## src/rtl/stereo_rgb_line_arbiter.sv

```systemverilog
// Line-granular round-robin arbiter that merges left/right RGB AXI4-Stream inputs into one tagged stream.
// Optional line-length checker enabled by defining STEREO_ARB_LINE_CHECK_EN.
module stereo_rgb_line_arbiter #(
  parameter int DATA_WIDTH = 8,
  parameter int PPC        = 4,
  parameter int LINE_BEATS = 480
) (
  input  logic                        aclk,
  input  logic                        areset,
  input  logic [DATA_WIDTH*PPC*3-1:0] s_axis_left_tdata,
  input  logic                        s_axis_left_tvalid,
  input  logic                        s_axis_left_tuser,
  input  logic                        s_axis_left_tlast,
  output logic                        s_axis_left_tready,
  input  logic [DATA_WIDTH*PPC*3-1:0] s_axis_right_tdata,
  input  logic                        s_axis_right_tvalid,
  input  logic                        s_axis_right_tuser,
  input  logic                        s_axis_right_tlast,
  output logic                        s_axis_right_tready,
  output logic [DATA_WIDTH*PPC*3-1:0] m_axis_rgb_tdata,
  output logic                        m_axis_rgb_tvalid,
  output logic                        m_axis_rgb_tuser,
  output logic                        m_axis_rgb_tlast,
  output logic                        m_axis_rgb_tid,
  input  logic                        m_axis_rgb_tready,
  output logic                        err_line_len
);

  localparam int TW = DATA_WIDTH * PPC * 3;

  typedef enum logic [1:0] {IDLE, GRANT_L, GRANT_R} state_t;

  state_t state;
  logic   last_grant;   // 0 = left, 1 = right
  logic   out_free;
  logic   acc_l;
  logic   acc_r;
  logic   acc_p0;
  logic   sel_r_p0;
  logic   [TW-1:0] data_p0;
  logic   user_p0;
  logic   last_p0;

  // Ready only toward the granted channel, and only when the output register can take a beat
  assign out_free            = !m_axis_rgb_tvalid || m_axis_rgb_tready;
  assign s_axis_left_tready  = (state == GRANT_L) && out_free;
  assign s_axis_right_tready = (state == GRANT_R) && out_free;

  assign acc_l    = s_axis_left_tvalid  && s_axis_left_tready;
  assign acc_r    = s_axis_right_tvalid && s_axis_right_tready;
  assign acc_p0   = acc_l || acc_r;
  assign sel_r_p0 = acc_r;
  assign data_p0  = sel_r_p0 ? s_axis_right_tdata : s_axis_left_tdata;
  assign user_p0  = sel_r_p0 ? s_axis_right_tuser : s_axis_left_tuser;
  assign last_p0  = sel_r_p0 ? s_axis_right_tlast : s_axis_left_tlast;

  // ---- stage p0 -> p1: output register and grant FSM ----
  always_ff @(posedge aclk or posedge areset) begin
    if (areset) begin
      state             <= IDLE;
      last_grant        <= 1'b1;
      m_axis_rgb_tdata  <= '0;
      m_axis_rgb_tvalid <= 1'b0;
      m_axis_rgb_tuser  <= 1'b0;
      m_axis_rgb_tlast  <= 1'b0;
      m_axis_rgb_tid    <= 1'b0;
    end else begin
      if (acc_p0) begin
        m_axis_rgb_tdata  <= data_p0;
        m_axis_rgb_tuser  <= user_p0;
        m_axis_rgb_tlast  <= last_p0;
        m_axis_rgb_tid    <= sel_r_p0;
        m_axis_rgb_tvalid <= 1'b1;
      end else if (m_axis_rgb_tready) begin
        m_axis_rgb_tvalid <= 1'b0;
      end

      case (state)
        IDLE: begin
          if (s_axis_left_tvalid && s_axis_right_tvalid)
            state <= last_grant ? GRANT_L : GRANT_R;
          else if (s_axis_left_tvalid)
            state <= GRANT_L;
          else if (s_axis_right_tvalid)
            state <= GRANT_R;
        end
        GRANT_L: begin
          if (acc_l && s_axis_left_tlast) begin
            last_grant <= 1'b0;
            state      <= s_axis_right_tvalid ? GRANT_R : IDLE;
          end
        end
        GRANT_R: begin
          if (acc_r && s_axis_right_tlast) begin
            last_grant <= 1'b1;
            state      <= s_axis_left_tvalid ? GRANT_L : IDLE;
          end
        end
        default: state <= IDLE;
      endcase
    end
  end

`ifdef STEREO_ARB_LINE_CHECK_EN
  localparam int CW = $clog2(LINE_BEATS + 1);
  localparam logic [CW:0] LINE_LEN = (CW + 1)'(LINE_BEATS);

  logic [CW-1:0] beat_cnt;
  logic [CW:0]   cnt_next;
  logic          len_hit;

  assign cnt_next = {1'b0, beat_cnt} + (CW + 1)'(1);
  assign len_hit  = (cnt_next == LINE_LEN);

  // Count restarts for every new grant; a mismatch between tlast and the expected length is sticky
  always_ff @(posedge aclk or posedge areset) begin
    if (areset) begin
      beat_cnt     <= '0;
      err_line_len <= 1'b0;
    end else if (state == IDLE) begin
      beat_cnt <= '0;
    end else if (acc_p0) begin
      beat_cnt <= last_p0 ? '0 : cnt_next[CW-1:0];
      if (last_p0 != len_hit)
        err_line_len <= 1'b1;
    end
  end
`else
  assign err_line_len = 1'b0 & (LINE_BEATS > 0);
`endif

endmodule

```

## config.mk

```make
export PLATFORM = sky130hd
export DESIGN_NAME = stereo_rgb_line_arbiter
export DESIGN_NICKNAME = d
export VERILOG_FILES = /design/src/rtl/stereo_rgb_line_arbiter.sv
export SDC_FILE = /design/constraint.sdc
export NUM_CORES = 1
export LEC_CHECK = 0
export ABC_AREA = 1
export CAP_MARGIN = 10
export CELL_PAD_IN_SITES_DETAIL_PLACEMENT = 1
export CELL_PAD_IN_SITES_GLOBAL_PLACEMENT = 2
export CORE_MARGIN = 3
export CORE_UTILIZATION = 21
export CTS_CLUSTER_SIZE = 25
export DETAILED_ROUTE_END_ITERATION = 12
export PLACE_DENSITY_LB_ADDON = 0.1
export SLEW_MARGIN = 20
export SYNTH_ARGS = -nofsm -noshare
export SYNTH_HDL_FRONTEND = slang
export SYNTH_SLANG_ARGS = --single-unit
```

## constraint.sdc

```tcl
create_clock -name aclk -period 6.5 [get_ports aclk]
set_input_delay 1.625 -clock aclk [delete_from_list [all_inputs] [get_ports aclk]]
set_output_delay 1.625 -clock aclk [all_outputs]
set_load 0.02 [all_outputs]
```

-- Word-level counts from Yosys, hierarchy flattened
Cells that the tools add are included.
- output and inout bits: 103
- flip-flop bits (word level): 103
- bits of input ports: 201
- mux-type cells: 17
- reduce and logical (&&, ||, !) cells: 15
- equal/unequal tests: 5
- operator list (cell ; number):
    96-bit two-way mux ; 1
    2-bit two-way mux ; 7
    1-bit logical AND ; 7
    1-bit two-way mux ; 7
    2-bit case mux with 3 select lines ; 1
    3-bit AND reduction ; 2
    2-bit by 1-bit inequality test with 1-bit output (second input constant) ; 2
    4-bit inequality test (second input constant) ; 1
    2-bit nonzero test ; 2
    2-bit by 1-bit equality test with 1-bit output (second input constant) ; 1
    2-bit equality test (second input constant) ; 1
    2-bit logical NOT ; 1
    1-bit logical OR ; 2
    1-bit case mux with 2 select lines ; 1
    1-bit logical NOT ; 1

-- Longest topological paths before layout
- depth after elaboration: 7
- gate-level depth with buffers: 10
- depth with buffers taken out: 8

-- Least setup slack after synthesis
No wires, ideal clock.
- path type: in2out
- from: input m_axis_rgb_tready
- to: output s_axis_left_tready
- slack: 3.028 ns
- arrival time: 1.847 ns
- buffers on the path: 0
- cell stages on the path: 2
- required time: 4.875 ns
- path through: nor2_4 > nor2_4
- longest elaborated chain between the ends: 2
- RTL lines (what ; RTL line ; source):
    from (decl) ; 25 ; input logic m_axis_rgb_tready,
    1-bit logical OR ; 45 ; assign out_free = !m_axis_rgb_tvalid || m_axis_rgb_tready;
    1-bit logical AND ; 46 ; assign s_axis_left_tready = (state == GRANT_L) && out_free;
    to (decl) ; 14 ; output logic s_axis_left_tready,
Every way passes these cells.

-- Worst setup path after layout
- from: input m_axis_rgb_tready
- to: output s_axis_right_tready
- longest elaborated chain between the ends: 2
- RTL lines (what ; RTL line ; source):
    1-bit logical OR ; 45 ;
    1-bit logical AND ; 47 ; assign s_axis_right_tready = (state == GRANT_R) && out_free;
    to (decl) ; 19 ; output logic s_axis_right_tready,
Every way passes these cells.

==> flow_metrics.env <==
export IMPL_grt_usage_pct=14.7
export IMPL_cts_tree="done"
export IMPL_synth_top_area_cell="dfrtp_1"
export IMPL_die_area_um2=26900
export IMPL_postSynthCellCount=673
export IMPL_outcome="finished clean"
export IMPL_ir_drop_mv=0.386
export IMPL_avgSynthCellArea_um2=7.79
export IMPL_grt_pass1_wl_um=30500
export IMPL_power_leakage_nw=4.21
export IMPL_slew_viol_final=0
export IMPL_maxCapViolations=0
export IMPL_required_ns=4.88
export IMPL_ant_nets=0
export IMPL_fillCellCount=2942
export IMPL_maxSlewHeadroom_pct=38.2
export IMPL_synth_distinct_cells=24
export IMPL_areaGrowthSynthToFinish_pct=66.9
export IMPL_ff2ff_path_depth=8
export IMPL_holdPathStages=2
export IMPL_post_cts_buffers=0
export IMPL_post_route_period_util_pct=71.8
export IMPL_numCtsBuffers=9
export IMPL_drive_gt1_share_pct=6.40
export IMPL_post_route_util_pct=35.9
export IMPL_syn_area_um2=5240
export IMPL_rsz0062_at_grt="false"
export IMPL_dp_hpwl_um=14400
export IMPL_fmax_mhz=214
export IMPL_cts_hold_buf=0
export IMPL_grt_pass1_vias=5223
export IMPL_routed_via_density=4.10
export IMPL_fp_dieW_um=164
export IMPL_yosys_register_bits=103
export IMPL_fin_crit_ns=4.67
export IMPL_drtIter0Drc=190
export IMPL_row_count=57
export IMPL_grt_overflow=0
export IMPL_wl_per_cell_um=15.9
export IMPL_final_setup_tns_ns=0
export IMPL_start_kind="primary input"
export IMPL_ys_seq_area_share_pct=49.2
export IMPL_cts_buffer_depth=2
export IMPL_start_util_pct=21.5
export IMPL_antenna_found_initial=0
export IMPL_die_h_um=164
export IMPL_worstPathArrival_ns=3.04
export IMPL_cp_max_fo=4
export IMPL_core_region_area_um2=24400
export IMPL_worst_setup_path_type="primary input to output pin"
export IMPL_tightest_slew_ns=0.927
export IMPL_io_pin_count=304
export IMPL_vias=5240
export IMPL_critPathCaptureType="output pin"
export IMPL_clock_latency_ns=0.35
export IMPL_antenna_cells=0
export IMPL_first_pass_iters=4
export IMPL_design_area_um2=8750
export IMPL_syn_nets=874
export IMPL_post_cts_resized=0
export IMPL_h_tree_depth=3
export IMPL_placed_cell_area_um2=8450
export IMPL_drc_errors=0
export IMPL_clock_sinks=103
export IMPL_hp_class="register to register"
export IMPL_drt_total_wl_um=20300
export IMPL_setup_viol=0
export IMPL_hold_viol_final=0
export IMPL_cts_root_buffer="clkbuf_16"
export IMPL_port_buffers=302
export IMPL_yosys_area_top_type_share_pct=48.7
export IMPL_ys_warn_count=0
export IMPL_yosys_top_cells_area="dfrtp_1 (49%), nand2_1 (15%), o21ai_1 (10%), inv_1 (7.3%), o21ai_0 (5.3%)"
export IMPL_grt_max_degree=145
export IMPL_fin_nets=1149
export IMPL_skew_ns=0.0112
export IMPL_power_density_nw_per_um2=445
export IMPL_routabilityCongestion=0.729
export IMPL_path_clk_slew_ns=0.08
## path summary, 6_finish.rpt
path                              startpoint                   end  slack, ns
min in group asynchronous             areset  m_axis_rgb_tdata[62]       1.79
max reg2reg                m_axis_rgb_tvalid   m_axis_rgb_tdata[2]       3.97
min                               last_grant            last_grant       0.47
min reg2reg                       last_grant            last_grant       0.47
max                        m_axis_rgb_tready   s_axis_right_tready       1.83
max in group asynchronous             areset      m_axis_rgb_tuser       3.55
## logic make-up after synthesis
family	synth area share [%]
other cells	0.0715
compound gates	20.9
flops	49.2
simple gates	17.0
buf+inv	12.8
## worst max-delay path, stage by stage
cell and delay [ns]:
clkdlybuf4s50_1 0.52, nor2_4 0.07, nor2_4 0.18, clkdlybuf4s50_1 0.65
## where the power goes
group	internal [W]	leakage [nW]	switching (W)
clock network	0.000303	0.141	0.000264
registers	0.000983	1.22	0.000172
logic	0.000951	2.85	0.00122
## stage by stage
step / total power, W / setup slack (ns) / instances / hold WS (ns)
floorplan: 0.00235 / 2.17 / 673 / 0.444
global placement: 0.00337 / 1.82 / 1261 / 0.451
detailed placement: 0.00338 / 1.84 / 1261 / 0.464
CTS: 0.00398 / 1.83 / 1277 / 0.477
global route: 0.00422 / 1.77 / 1277 / 0.492
finish: 0.00389 / 1.83 / 1277 / 0.473
## per-layer routing
metal,part of all wire (%),vias up,global-route usage (%)
met3,10,11,6.33
met2,45,177,23.0
met4,0.88,0,3.23
li1,-,2652,-
met5,0,-,0
met1,44,2400,18.8
## registers in the layout (all words and copies together), names as in the netlist
name and flops:
m_axis_rgb_tuser 1, last_grant 1, m_axis_rgb_tlast 1, m_axis_rgb_tdata 96, m_axis_rgb_tid 1, state 2, m_axis_rgb_tvalid 1
## layout by cell type (no fill, tap or decap), drive strengths merged
cell type / count
nand2: 210
a21boi: 1
nor3: 1
clkinv: 3
o21ai: 193
nand3: 8
clkbuf: 12
buf: 5
conb: 1
a31oi: 1
nand4: 1
dfrtp: 102
bufinv: 1
clkdlybuf4s50: 302
inv: 106
a21oi: 1
dfstp: 1
nor2: 4
## synth_stat cells
cell type,instances
a21boi_0,1
a21oi_1,1
a31oi_1,1
buf_2,21
buf_4,4
buf_6,9
clkbuf_1,8
clkbuf_2,1
conb_1,1
dfrtp_1,102
dfstp_2,1
inv_1,102
inv_2,4
nand2_1,206
nand2_2,3
nand2_4,1
nand3_1,8
nand4_1,1
nor2_1,1
nor2_4,3
nor3_1,1
o21ai_0,55
o21ai_1,108
o21ai_2,30
## layout make-up
cell class / instances / area, um^2 / share of cell area (%)
timing repair buffer: 307 / 3060 / 35.0
sequential: 103 / 2580 / 29.5
inverter: 106 / 402 / 4.59
tap: 324 / 405 / 4.64
multi-input combinational: 421 / 2010 / 22.9
clock inverter: 4 / 56.3 / 0.644
clock buffer: 12 / 236 / 2.70
No activity file was read; power rests on OpenSTA's default activity.
